==> config.mk <==
export PLATFORM = sky130hd
export DESIGN_NAME = ntsc_composite_line_generator
export DESIGN_NICKNAME = d
export VERILOG_FILES = /design/src/rtl/ntsc_composite_line_generator.sv
export SDC_FILE = /design/constraint.sdc
export NUM_CORES = 1
export LEC_CHECK = 0
export BUFFER_PORTS_ARGS = -buffer_cell sky130_fd_sc_hd__buf_2
export CELL_PAD_IN_SITES_DETAIL_PLACEMENT = 0
export CELL_PAD_IN_SITES_GLOBAL_PLACEMENT = 1
export CORE_ASPECT_RATIO = 1.1
export CORE_MARGIN = 2
export CORE_UTILIZATION = 50
export CTS_CLUSTER_SIZE = 40
export DETAILED_ROUTE_END_ITERATION = 10
export GPL_ROUTABILITY_DRIVEN = 0
export PLACE_DENSITY = 0.88
export SYNTH_ARGS = -nofsm -noshare
export SYNTH_HDL_FRONTEND = slang
export SYNTH_SLANG_ARGS = --single-unit
==> constraint.sdc <==
create_clock -name clock -period 8 [get_ports clock]
set_input_delay 2.4 -clock clock [delete_from_list [all_inputs] [get_ports clock]]
set_output_delay 2.4 -clock clock [all_outputs]
set_load 0.01 [all_outputs]
==> src/rtl/ntsc_composite_line_generator.sv <==
// NTSC composite line generator: line timing FSM, colour sub-carrier phase,
// pixel fetch over valid/ready and registered composite sample output.
module ntsc_composite_line_generator #(
    parameter int OUT_W           = 8,
    parameter int PHASES          = 12,
    parameter int CLKS_PER_PIXEL  = 8,
    parameter int ACTIVE_PIXELS   = 256,
    parameter int SYNC_LEN        = 200,
    parameter int BREEZE_LEN      = 8,
    parameter int BURST_LEN       = 120,
    parameter int BACKPORCH_LEN   = 248,
    parameter int FRONTPORCH_LEN  = 104,
    parameter int LINE_PHASE_STEP = 4
) (
    input  logic             clock,
    input  logic             reset,
    input  logic             pixel_valid,
    input  logic [5:0]       pixel_colour,
    input  logic [2:0]       emphasis,
    output logic             pixel_ready,
    output logic [OUT_W-1:0] video_out,
    output logic             line_start,
    output logic             underrun
);
    localparam int ACTIVE_LEN = ACTIVE_PIXELS * CLKS_PER_PIXEL;
    localparam int LINE_LEN   = SYNC_LEN + BREEZE_LEN + BURST_LEN + BACKPORCH_LEN
                              + ACTIVE_LEN + FRONTPORCH_LEN;
    localparam int CNT_W      = $clog2(LINE_LEN);
    localparam int PH_W       = $clog2(PHASES);
    localparam int SUB_W      = $clog2(CLKS_PER_PIXEL);
    localparam int PIX_W      = $clog2(ACTIVE_PIXELS + 1);
    localparam int HUE_STEP   = PHASES / 12;
    localparam int HALF       = PHASES / 2;
    localparam int STEP_MOD   = LINE_PHASE_STEP % PHASES;

    localparam logic [5:0] PIXEL_BLACK      = 6'h0F;
    localparam logic [7:0] LEVEL_SYNC       = 8'd0;
    localparam logic [7:0] LEVEL_BLACK      = 8'd47;
    localparam logic [7:0] LEVEL_BURST_HIGH = 8'd69;
    localparam logic [7:0] LEVEL_BURST_LOW  = 8'd23;

    typedef enum logic [2:0] {
        ST_SYNC, ST_BREEZE, ST_BURST, ST_BACKPORCH, ST_ACTIVE, ST_FRONTPORCH
    } state_t;

    state_t            state_reg, state_next;
    logic [CNT_W-1:0]  cnt_reg, cnt_next;
    logic              state_last;
    logic [SUB_W-1:0]  sub_cnt_reg;
    logic [PIX_W-1:0]  pix_idx_reg;
    logic [PH_W-1:0]   phase_reg, phase_next;
    logic [PH_W-1:0]   line_phase_reg, line_phase_next;
    logic [PH_W:0]     lp_sum;
    logic [5:0]        pixel_reg;
    logic [2:0]        emph_reg;
    logic [15:0]       hue_win;
    logic [3:0]        hue;
    logic [1:0]        luma;
    logic              atten;
    logic [7:0]        level_hi, level_lo, sample8;
    logic [OUT_W-1:0]  sample_next;

    assign hue  = pixel_reg[3:0];
    assign luma = pixel_reg[5:4];

    function automatic logic [7:0] high_level(input logic [1:0] luma_v, input logic atten_v);
        logic [7:0] lv;
        case (luma_v)
            2'd0:    lv = atten_v ? 8'd76  : 8'd94;
            2'd1:    lv = atten_v ? 8'd103 : 8'd128;
            default: lv = atten_v ? 8'd136 : 8'd168;
        endcase
        return lv;
    endfunction

    function automatic logic [7:0] low_level(input logic [1:0] luma_v, input logic atten_v);
        logic [7:0] lv;
        case (luma_v)
            2'd0:    lv = atten_v ? 8'd29  : 8'd34;
            2'd1:    lv = atten_v ? 8'd39  : 8'd47;
            2'd2:    lv = atten_v ? 8'd68  : 8'd84;
            default: lv = atten_v ? 8'd110 : 8'd134;
        endcase
        return lv;
    endfunction

    // Line FSM next state, end-of-state detection and the pixel slot strobe
    always_comb begin
        state_next = state_reg;
        state_last = 1'b0;
        case (state_reg)
            ST_SYNC:       if (cnt_reg == CNT_W'(SYNC_LEN - 1))       begin state_last = 1'b1; state_next = ST_BREEZE;     end
            ST_BREEZE:     if (cnt_reg == CNT_W'(BREEZE_LEN - 1))     begin state_last = 1'b1; state_next = ST_BURST;      end
            ST_BURST:      if (cnt_reg == CNT_W'(BURST_LEN - 1))      begin state_last = 1'b1; state_next = ST_BACKPORCH;  end
            ST_BACKPORCH:  if (cnt_reg == CNT_W'(BACKPORCH_LEN - 1))  begin state_last = 1'b1; state_next = ST_ACTIVE;     end
            ST_ACTIVE:     if (cnt_reg == CNT_W'(ACTIVE_LEN - 1))     begin state_last = 1'b1; state_next = ST_FRONTPORCH; end
            ST_FRONTPORCH: if (cnt_reg == CNT_W'(FRONTPORCH_LEN - 1)) begin state_last = 1'b1; state_next = ST_SYNC;       end
            default:       begin state_last = 1'b1; state_next = ST_SYNC; end
        endcase
        cnt_next = state_last ? '0 : cnt_reg + CNT_W'(1);
        // One slot fetches the first pixel; every other slot pre-fetches the next one
        pixel_ready = (state_reg == ST_BACKPORCH && state_last) ||
                      (state_reg == ST_ACTIVE &&
                       sub_cnt_reg == SUB_W'(CLKS_PER_PIXEL - 1) &&
                       pix_idx_reg != PIX_W'(ACTIVE_PIXELS - 1));
    end

    // Sub-carrier phase: free-running, reloaded from the per-line phase on line wrap
    always_comb begin
        lp_sum = {1'b0, line_phase_reg} + (PH_W+1)'(STEP_MOD);
        if (lp_sum >= (PH_W+1)'(PHASES))
            lp_sum = lp_sum - (PH_W+1)'(PHASES);
        line_phase_next = line_phase_reg;
        phase_next      = (phase_reg == PH_W'(PHASES - 1)) ? '0 : phase_reg + PH_W'(1);
        if (state_reg == ST_FRONTPORCH && state_last) begin
            phase_next      = line_phase_reg;
            line_phase_next = lp_sum[PH_W-1:0];
        end
    end

    // Hue windows 1..12, each half a sub-carrier cycle wide and staggered by PHASES/12
    generate
        for (genvar gi = 0; gi < 16; gi++) begin : g_hue_win
            if (gi >= 1 && gi <= 12) begin : g_live
                localparam int OFFSET = (gi - 1) * HUE_STEP;
                logic [PH_W:0] shifted;
                logic [PH_W:0] wrapped;
                assign shifted = {1'b0, phase_reg} + (PH_W+1)'(PHASES - OFFSET);
                assign wrapped = (shifted >= (PH_W+1)'(PHASES)) ? shifted - (PH_W+1)'(PHASES) : shifted;
                assign hue_win[gi] = (wrapped < (PH_W+1)'(HALF));
            end else begin : g_unused
                assign hue_win[gi] = 1'b0;
            end
        end
    endgenerate

    // Composite level for the current state, phase and pixel
    always_comb begin
        atten = (state_reg == ST_ACTIVE) && (hue <= 4'hD) &&
                ((emph_reg[2] && hue_win[8]) ||
                 (emph_reg[1] && hue_win[4]) ||
                 (emph_reg[0] && hue_win[12]));
        level_hi = high_level(luma, atten);
        level_lo = low_level(luma, atten);
        sample8  = LEVEL_BLACK;
        case (state_reg)
            ST_SYNC:  sample8 = LEVEL_SYNC;
            ST_BURST: sample8 = hue_win[8] ? LEVEL_BURST_HIGH : LEVEL_BURST_LOW;
            ST_ACTIVE: begin
                if (hue >= 4'hE)      sample8 = LEVEL_BLACK;
                else if (hue == 4'h0) sample8 = level_hi;
                else if (hue == 4'hD) sample8 = level_lo;
                else                  sample8 = hue_win[hue] ? level_hi : level_lo;
            end
            default:  sample8 = LEVEL_BLACK;
        endcase
        sample_next = OUT_W'(sample8) << (OUT_W - 8);
    end

    // Line FSM state and per-state clock counter
    always_ff @(posedge clock or posedge reset) begin
        if (reset) begin
            state_reg <= ST_SYNC;
            cnt_reg   <= '0;
        end else begin
            state_reg <= state_next;
            cnt_reg   <= cnt_next;
        end
    end

    // Clocks-within-pixel and pixel index counters, live only during ACTIVE
    always_ff @(posedge clock or posedge reset) begin
        if (reset) begin
            sub_cnt_reg <= '0;
            pix_idx_reg <= '0;
        end else if (state_reg == ST_ACTIVE && !state_last) begin
            if (sub_cnt_reg == SUB_W'(CLKS_PER_PIXEL - 1)) begin
                sub_cnt_reg <= '0;
                pix_idx_reg <= pix_idx_reg + PIX_W'(1);
            end else begin
                sub_cnt_reg <= sub_cnt_reg + SUB_W'(1);
            end
        end else begin
            sub_cnt_reg <= '0;
            pix_idx_reg <= '0;
        end
    end

    // Sub-carrier phase and per-line starting phase
    always_ff @(posedge clock or posedge reset) begin
        if (reset) begin
            phase_reg      <= '0;
            line_phase_reg <= '0;
        end else begin
            phase_reg      <= phase_next;
            line_phase_reg <= line_phase_next;
        end
    end

    // Pixel/emphasis capture; missing pixels and the front porch show black
    always_ff @(posedge clock or posedge reset) begin
        if (reset) begin
            pixel_reg <= PIXEL_BLACK;
            emph_reg  <= '0;
        end else if (pixel_ready) begin
            if (pixel_valid) begin
                pixel_reg <= pixel_colour;
                emph_reg  <= emphasis;
            end else begin
                pixel_reg <= PIXEL_BLACK;
            end
        end else if (state_reg == ST_ACTIVE && state_last) begin
            pixel_reg <= PIXEL_BLACK;
        end
    end

    // Registered outputs: composite sample, line start and underrun pulses
    always_ff @(posedge clock or posedge reset) begin
        if (reset) begin
            video_out  <= '0;
            line_start <= 1'b0;
            underrun   <= 1'b0;
        end else begin
            video_out  <= sample_next;
            line_start <= (state_reg == ST_SYNC) && (cnt_reg == '0);
            underrun   <= pixel_ready && !pixel_valid;
        end
    end
endmodule

==> results.md, run 1 <==
- Run status: complete, no violations
- Pins Over Slew Limit: 0
- Worst EP arrival: 2330 ps
- Final min period: 4730 ps
- Hold Path Class: reg -> reg
- IO Port Bufs: 22
- Total gr overflow: 0
- Synthesized flop and latch total: 52
- Syn nets: 513
- Pwr Density: 98.4 mW/mm^2
- Vias in the first global route: 3248
- CP max FO: 5
- Synth Flop Type: dfrtp_1
- Cell Rows: 34
- Worst slew pin tran: 1070 ps
- DRT Wirelength: 8790 um
- DRT Pass-1 Iters: 5
- Synth top area cells: dfrtp_1, ha_1, nor2_1, xor2_1, a21oi_1
- Average wire per standard cell: 15.2 um
- CTS Buf Count: 5
- Maxcap violations: 0
- Clock Path Buffers: 2
- Placed wire-length estimate: 6460 um
- Tcrit/Tclk final: 59.1%
- Crit path kind: reg -> out
- WP data required: 5600 ps
- Residual DRC count: 0
- Ports: 23
- Area of the multi-input gates: 0.00252 mm^2
- Clock slew at reported path FFs: 90 ps
- First-pass GRT wire length: 15000 um
- Startpoint Class: flip-flop
- Root buffer cell: clkbuf_8
- Post-synth ARST share: 100%
- CP peak stage delay: 530 ps
- Initial core utilization: 51.7%
- DR vias: 3339
- Setup tns final: 0 ps
- Cell variety after synth: 78
- Worst-path cell chain: or4_1 -> nor2_1 -> and3_1 -> nand4_1 -> o21ai_1 -> buf_2
- Number of flops mapped to enable cells by yosys: 0
- CP Depth: 6
- Core Area: 0.00791 mm^2
- Register area: 0.00131 mm^2
- Post-synthesis sequential area ratio: 31.9%
- Synth warn: 0
- # diodes: 0
- DR iter-0 viols: 140
- Worst vdd ir: 0.000130 V
- FILL cells: 758
- Post-synth top area cell: dfrtp_1
- PnR worst setup slack: 3270 ps
- CTS Hold Bufs: 0
- Post-place setup slack: 3370 ps
- Final ANT Viol Nets: 0
- Total clock sinks: 52
- Gr usage total: 20.2%
- Post_cts resized: 0
- Setup violators final: 0
- Avg Cell Area, Syn: 8.80 um^2
- Largest net degree at the start of global routing: 53
- TritonCTS clock tree: built
- Leak: 0.00187 uW
- Crit path capture type: primary output
- Crit-path leading delay family: simple AND/OR/NAND/NOR gates
- Die height: 98.9 um
- Post-synth top area share: 29.4%
- Layout cell share with drive strength beyond 1: 11.3%
- H-tree levels: 2
- Area grow syn2layout: 4.80%
- CP max stage cell: or4_1
- Slew margin rel.: 28.9%
- Post-CTS Setup Bufs: 0
- Fin. Hold Viols: 0
- Largest register FFs: 12
- RSZ-0062 raised after global routing: false
- Cells after synthesis: 465
- DIE WIDTH: 90.2 um
- Hold depth: 1
- Fmax: 211 MHz
- Synthesized area: 0.00409 mm^2
- Clock Latency Late Sink: 300 ps
- Vias per cell: 5.77
- Die area: 0.00892 mm^2
- Clk_skew: 3.38 ps
- Buf/Inv on CP: 1
- Initial antenna violation count: 0
- Reg2reg path depth: 14
- Nets: 518
==> where the power goes <==
| part | internal (uW) | total, uW | switching, uW |
|---|---|---|---|
| clock network | 70.7 | 151 | 80.7 |
| registers | 263 | 263 | 0 |
| logic | 1.93 | 7.69 | 5.75 |
==> final timing paths <==
check                                from             end  slack (ps)
max                            cnt_reg[8]     pixel_ready        3270
min                        sub_cnt_reg[0]  sub_cnt_reg[0]         470
max reg2reg                  phase_reg[2]    video_out[2]        3330
min reg2reg                sub_cnt_reg[0]  sub_cnt_reg[0]         470
max in group asynchronous           reset      cnt_reg[3]        5000
min in group asynchronous           reset  pix_idx_reg[8]        2360
==> cells in the mapped netlist, types with 5 or more instances <==
cell and n:
o21ai_0 15, inv_1 31, mux2i_1 6, nand3b_1 6
xnor2_1 12, a21oi_1 24, nand2_1 28, nand4_1 6
nor4_1 6, buf_2 6, ha_1 36, nor3_1 9
dfrtp_1 48, nor2b_1 9, nand2b_1 7, buf_4 7
and3_1 7, nand3_1 14, a211o_1 6, nor2_1 55
xor2_1 15, clkbuf_1 7, mux2_2 5, o22a_1 5
==> worst reg2reg max path, stage by stage, from the launching register on <==
cell	delay, ps
dfrtp_1	900
ha_1	570
a21oi_2	120
xnor2_1	320
inv_1	80
ha_1	340
and4b_1	200
o21ai_0	150
o31ai_1	90
a2111oi_0	440
a21oi_1	170
o22ai_2	520
nand2b_1	200
a2111oi_2	370
o31ai_1	100
==> per-stage QoR <==
| step | total power [uW] | cells | util [%] | area [um^2] | hold slack [ps] |
|---|---|---|---|---|---|
| 3_3_place_gp | 276 | 571 | 53.0 | 4200 | 426 |
| 6_report | 422 | 579 | 54.2 | 4290 | 469 |
| 4_1_cts | 426 | 579 | 54.2 | 4290 | 478 |
| 2_1_floorplan | 272 | 465 | - | 4090 | 415 |
| 3_5_place_dp | 276 | 571 | 53.0 | 4200 | 466 |
| 5_1_grt | 438 | 579 | 54.2 | 4290 | 502 |
==> per-layer routing <==
layer	vias to the layer above	global-route usage, %	wire length [um]
met5	-	0	0
met4	0	6.51	190
met3	15	2.75	208
met2	54	37.3	4510
met1	1596	24.3	3890
li1	1674	-	-
==> cell type report <==
class,instances,area share [%]
Clock buffer,8,2.10
Inverter,33,2.89
Multi-Input combinational cell,356,58.8
Sequential cell,52,30.5
Tap cell,108,3.15
Timing Repair Buffer,22,2.57
==> cell families after synthesis <==
logic type                 synth area share [%]
muxes                                      2.84
adders and majority gates                  11.3
DFF                                        31.9
xor gates and xnor gates                   6.18
AOI/OAI and AO/OA                          20.1
and+or+nand+nor                            21.2
buffers and inverters                      6.42
==> cells in the final DEF, fill, tap and decap left out, types with 7 or more instances in the layout <==
| cell | n |
|---|---|
| a21oi_1 | 24 |
| and3_1 | 7 |
| buf_2 | 22 |
| dfrtp_1 | 48 |
| ha_1 | 36 |
| inv_1 | 30 |
| nand2_1 | 28 |
| nand2b_1 | 7 |
| nand3_1 | 14 |
| nor2_1 | 55 |
| nor2b_1 | 9 |
| nor3_1 | 9 |
| o21ai_0 | 15 |
| xnor2_1 | 12 |
| xor2_1 | 15 |
(Power assumes the default switching activity.)
==> run 2: changes to the inputs <==
--- a/config.mk
+++ b/config.mk
@@ -5,16 +5,17 @@
 export SDC_FILE = /design/constraint.sdc
 export NUM_CORES = 1
 export LEC_CHECK = 0
+export ABC_AREA = 1
 export BUFFER_PORTS_ARGS = -buffer_cell sky130_fd_sc_hd__buf_2
 export CELL_PAD_IN_SITES_DETAIL_PLACEMENT = 0
 export CELL_PAD_IN_SITES_GLOBAL_PLACEMENT = 1
 export CORE_ASPECT_RATIO = 1.1
 export CORE_MARGIN = 2
-export CORE_UTILIZATION = 50
+export CORE_UTILIZATION = 46
 export CTS_CLUSTER_SIZE = 40
 export DETAILED_ROUTE_END_ITERATION = 10
 export GPL_ROUTABILITY_DRIVEN = 0
-export PLACE_DENSITY = 0.88
+export PLACE_DENSITY = 0.85
 export SYNTH_ARGS = -nofsm -noshare
 export SYNTH_HDL_FRONTEND = slang
 export SYNTH_SLANG_ARGS = --single-unit
==> constraint.sdc (replaced) <==
create_clock -name clock -period 4.4 [get_ports clock]
set_input_delay 1.32 -clock clock [delete_from_list [all_inputs] [get_ports clock]]
set_output_delay 1.32 -clock clock [all_outputs]
set_load 0.01 [all_outputs]
==> run 2 against run 1 <==
Net effect: worst setup slack got worse by 2300 ps; hold slack worse by 28 ps; routed wire length is 7.5% higher; sequential share of layout area is 1.4 points lower; non-clock buffer count up 1; combinational power rose to 5.5 times the previous value; critical endpoint unchanged; highest routed layer unchanged.
==> results.md, run 2 <==
- Gr usage total: 20.5%
- DRT Pass-1 Iters: 6
- Core Area: 0.00887 mm^2
- WP data required: 3080 ps
- Most frequent cells after synthesis: nand2_1, inv_1, dfrtp_1
- Placed wire-length estimate: 7320 um
- IO Port Bufs: 22
- Setup tns final: 0 ps
- Largest net degree at the start of global routing: 33
- Total gr overflow: 0
- NetSw: 213 uW
- Post-CTS Setup Bufs: 0
- Crit path capture type: primary output
- Share of power burned in registers: 58.9%
- CTS Buf Count: 5
- DIE WIDTH: 95.1 um
- Final min period: 3430 ps
- Leak: 0.00228 uW
- RSZ-0062 raised after global routing: false
- CP peak stage delay: 400 ps
- Post_cts resized: 0
- Post-synth ARST share: 100%
- Avg Cell Area, Syn: 7.30 um^2
- TritonCTS clock tree: built
- Pins Over Slew Limit: 0
- DRT Wirelength: 9450 um
- Number of flops mapped to enable cells by yosys: 0
- Cell variety after synth: 49
- Worst slew pin tran: 663 ps
- Worst EP arrival: 2110 ps
- Pwr Density: 183 mW/mm^2
- Initial core utilization: 47.3%
- Cell Rows: 36
- Ports: 23
- Commonest non-fill, non-tap cells in the layout: nand2_1, inv_1, dfrtp_1
- Initial antenna violation count: 0
- Hold Path Class: reg -> reg
- CTS Hold Bufs: 0
- DR vias: 3631
- Crit path kind: reg -> out
- Synth warn: 0
- Placed Area: 0.00440 mm^2
- Nets: 645
- Layout cell share with drive strength beyond 1: 15.2%
- Residual DRC count: 0
- # diodes: 0
- Synth top area cells: dfrtp_1, nand2_1, ha_1, inv_1, nand3_1
- Synthesized area: 0.00420 mm^2
- Clock slew at reported path FFs: 100 ps
- CP max stage cell: dfrtp_1
- Total clock sinks: 52
- Vias in the first global route: 3495
- Die height: 104 um
- H-tree levels: 2
- Slew margin rel.: 55.7%
- Post-synth top area cell: dfrtp_1
- Clk pwr share: 35.9%
- Internal cell power: 607 uW
- Syn nets: 623
- Design area: 0.00449 mm^2
- Post-synth top area share: 28.6%
- Die area: 0.00991 mm^2
- CP dominant cell by count: nand2_1
- Cells after synthesis: 575
- Worst vdd ir: 0.000189 V
- Largest register FFs: 12
- Clock Latency Late Sink: 330 ps
- Average wire per standard cell: 13.3 um
- Synthesized flop and latch total: 52
- DR iter-0 viols: 226
- Count leader, synth: nand2_1
- Sw Share: 26.0%
- Setup violators final: 0
- Commonest non-fill, non-tap cell in the layout: nand2_1
- First-pass GRT wire length: 16400 um
- Root buffer cell: clkbuf_8
- Fmax: 292 MHz
- Clock Path Buffers: 2
- Run status: complete, no violations
- Synth Flop Type: dfrtp_1
- Final ANT Viol Nets: 0
- CP max FO: 6
- Startpoint Class: flip-flop
- Post-synthesis sequential area ratio: 31.1%
- Fin. Hold Viols: 0
- Maxcap violations: 0
- Clk_skew: 6.59 ps
- Worst-path cell chain: ha_1 -> and3_1 -> nand2_1 -> nor2_1 -> nand2_1 -> nor2_1 -> ha_1 -> nor2_1 -> nand2_1 -> nand2_1 -> buf_2
- Comb power frac: 5.2%
- Tcrit/Tclk final: 77.9%
- Area grow syn2layout: 6.88%
- Vias per cell: 5.10
## run 2: power by group through the flow
stage	Combinational (uW)	Sequential (uW)	Clock (uW)
after floorplan	29.0	492	0
after global placement	42.7	493	0
after detailed placement	43.3	493	0
after CTS	43.8	483	299
after global routing	50.2	484	320
final	42.5	483	295
## run 2: cell type report
class	count	area [um^2]
fill	889	4390
clock buffer	5	68.8
timing repair buffer	23	118
clock inverter	3	21.3
tap	114	143
multi-input combinational	423	2480
inverter	92	353
sequential	52	1310
## run 2: metrics by stage
stage               setup slack (ps)  power, uW  util (%)  std cells  hold slack, ps
CTS                              932        827      50.6        712             446
detailed placement              1130        536      49.6        704             431
global route                     688        854      50.6        712             465
floorplan                       1670        521         -        575             408
finish                           972        821      50.6        712             441
global placement                1160        535      49.6        704             421
## run 2: kinds of logic (layout without fill, tap and decap cells)
group | count (synthesis) | count (layout) | share of synthesized area (%)
AND/OR/NAND/NOR | 306 | 306 | 36.0
AO/OA/AOI/OAI | 69 | 69 | 9.42
adder cells (fa/ha/maj) | 36 | 36 | 10.7
multiplexers | 3 | 3 | 0.804
XOR/XNOR | 9 | 9 | 2.06
flip-flops | 52 | 52 | 31.1
buffers and inverters | 100 | 123 | 9.86
## run 2: worst paths after layout
path,from,to,slack (ps),cells after the start
setup reg to reg,phase_reg[1],video_out[5],1080,24
hold reg to reg,sub_cnt_reg[0],sub_cnt_reg[0],440,1
max in group asynchronous,reset,pixel_reg[0],2540,3
setup / recovery,pix_idx_reg[0],pixel_ready,970,11
hold / removal,sub_cnt_reg[0],sub_cnt_reg[0],440,1
min in group asynchronous,reset,cnt_reg[4],1070,2
## run 2: worst max-delay path: cells and delay by family, from the launching register on
family / cells / cell delay, ps
AND/OR/NAND/NOR: 8 / 820
buffers and inverters: 1 / 180
adder cells (fa/ha/maj): 2 / 380
flip-flops: 1 / 400
## run 2: routing by layer
| layer | track usage [%] | part of all wire (%) |
|---|---|---|
| met2 | 34.2 | 48 |
| met4 | 5.49 | 1.2 |
| met1 | 27.7 | 48 |
| met5 | 0 | 0 |
| met3 | 2.83 | 2.6 |
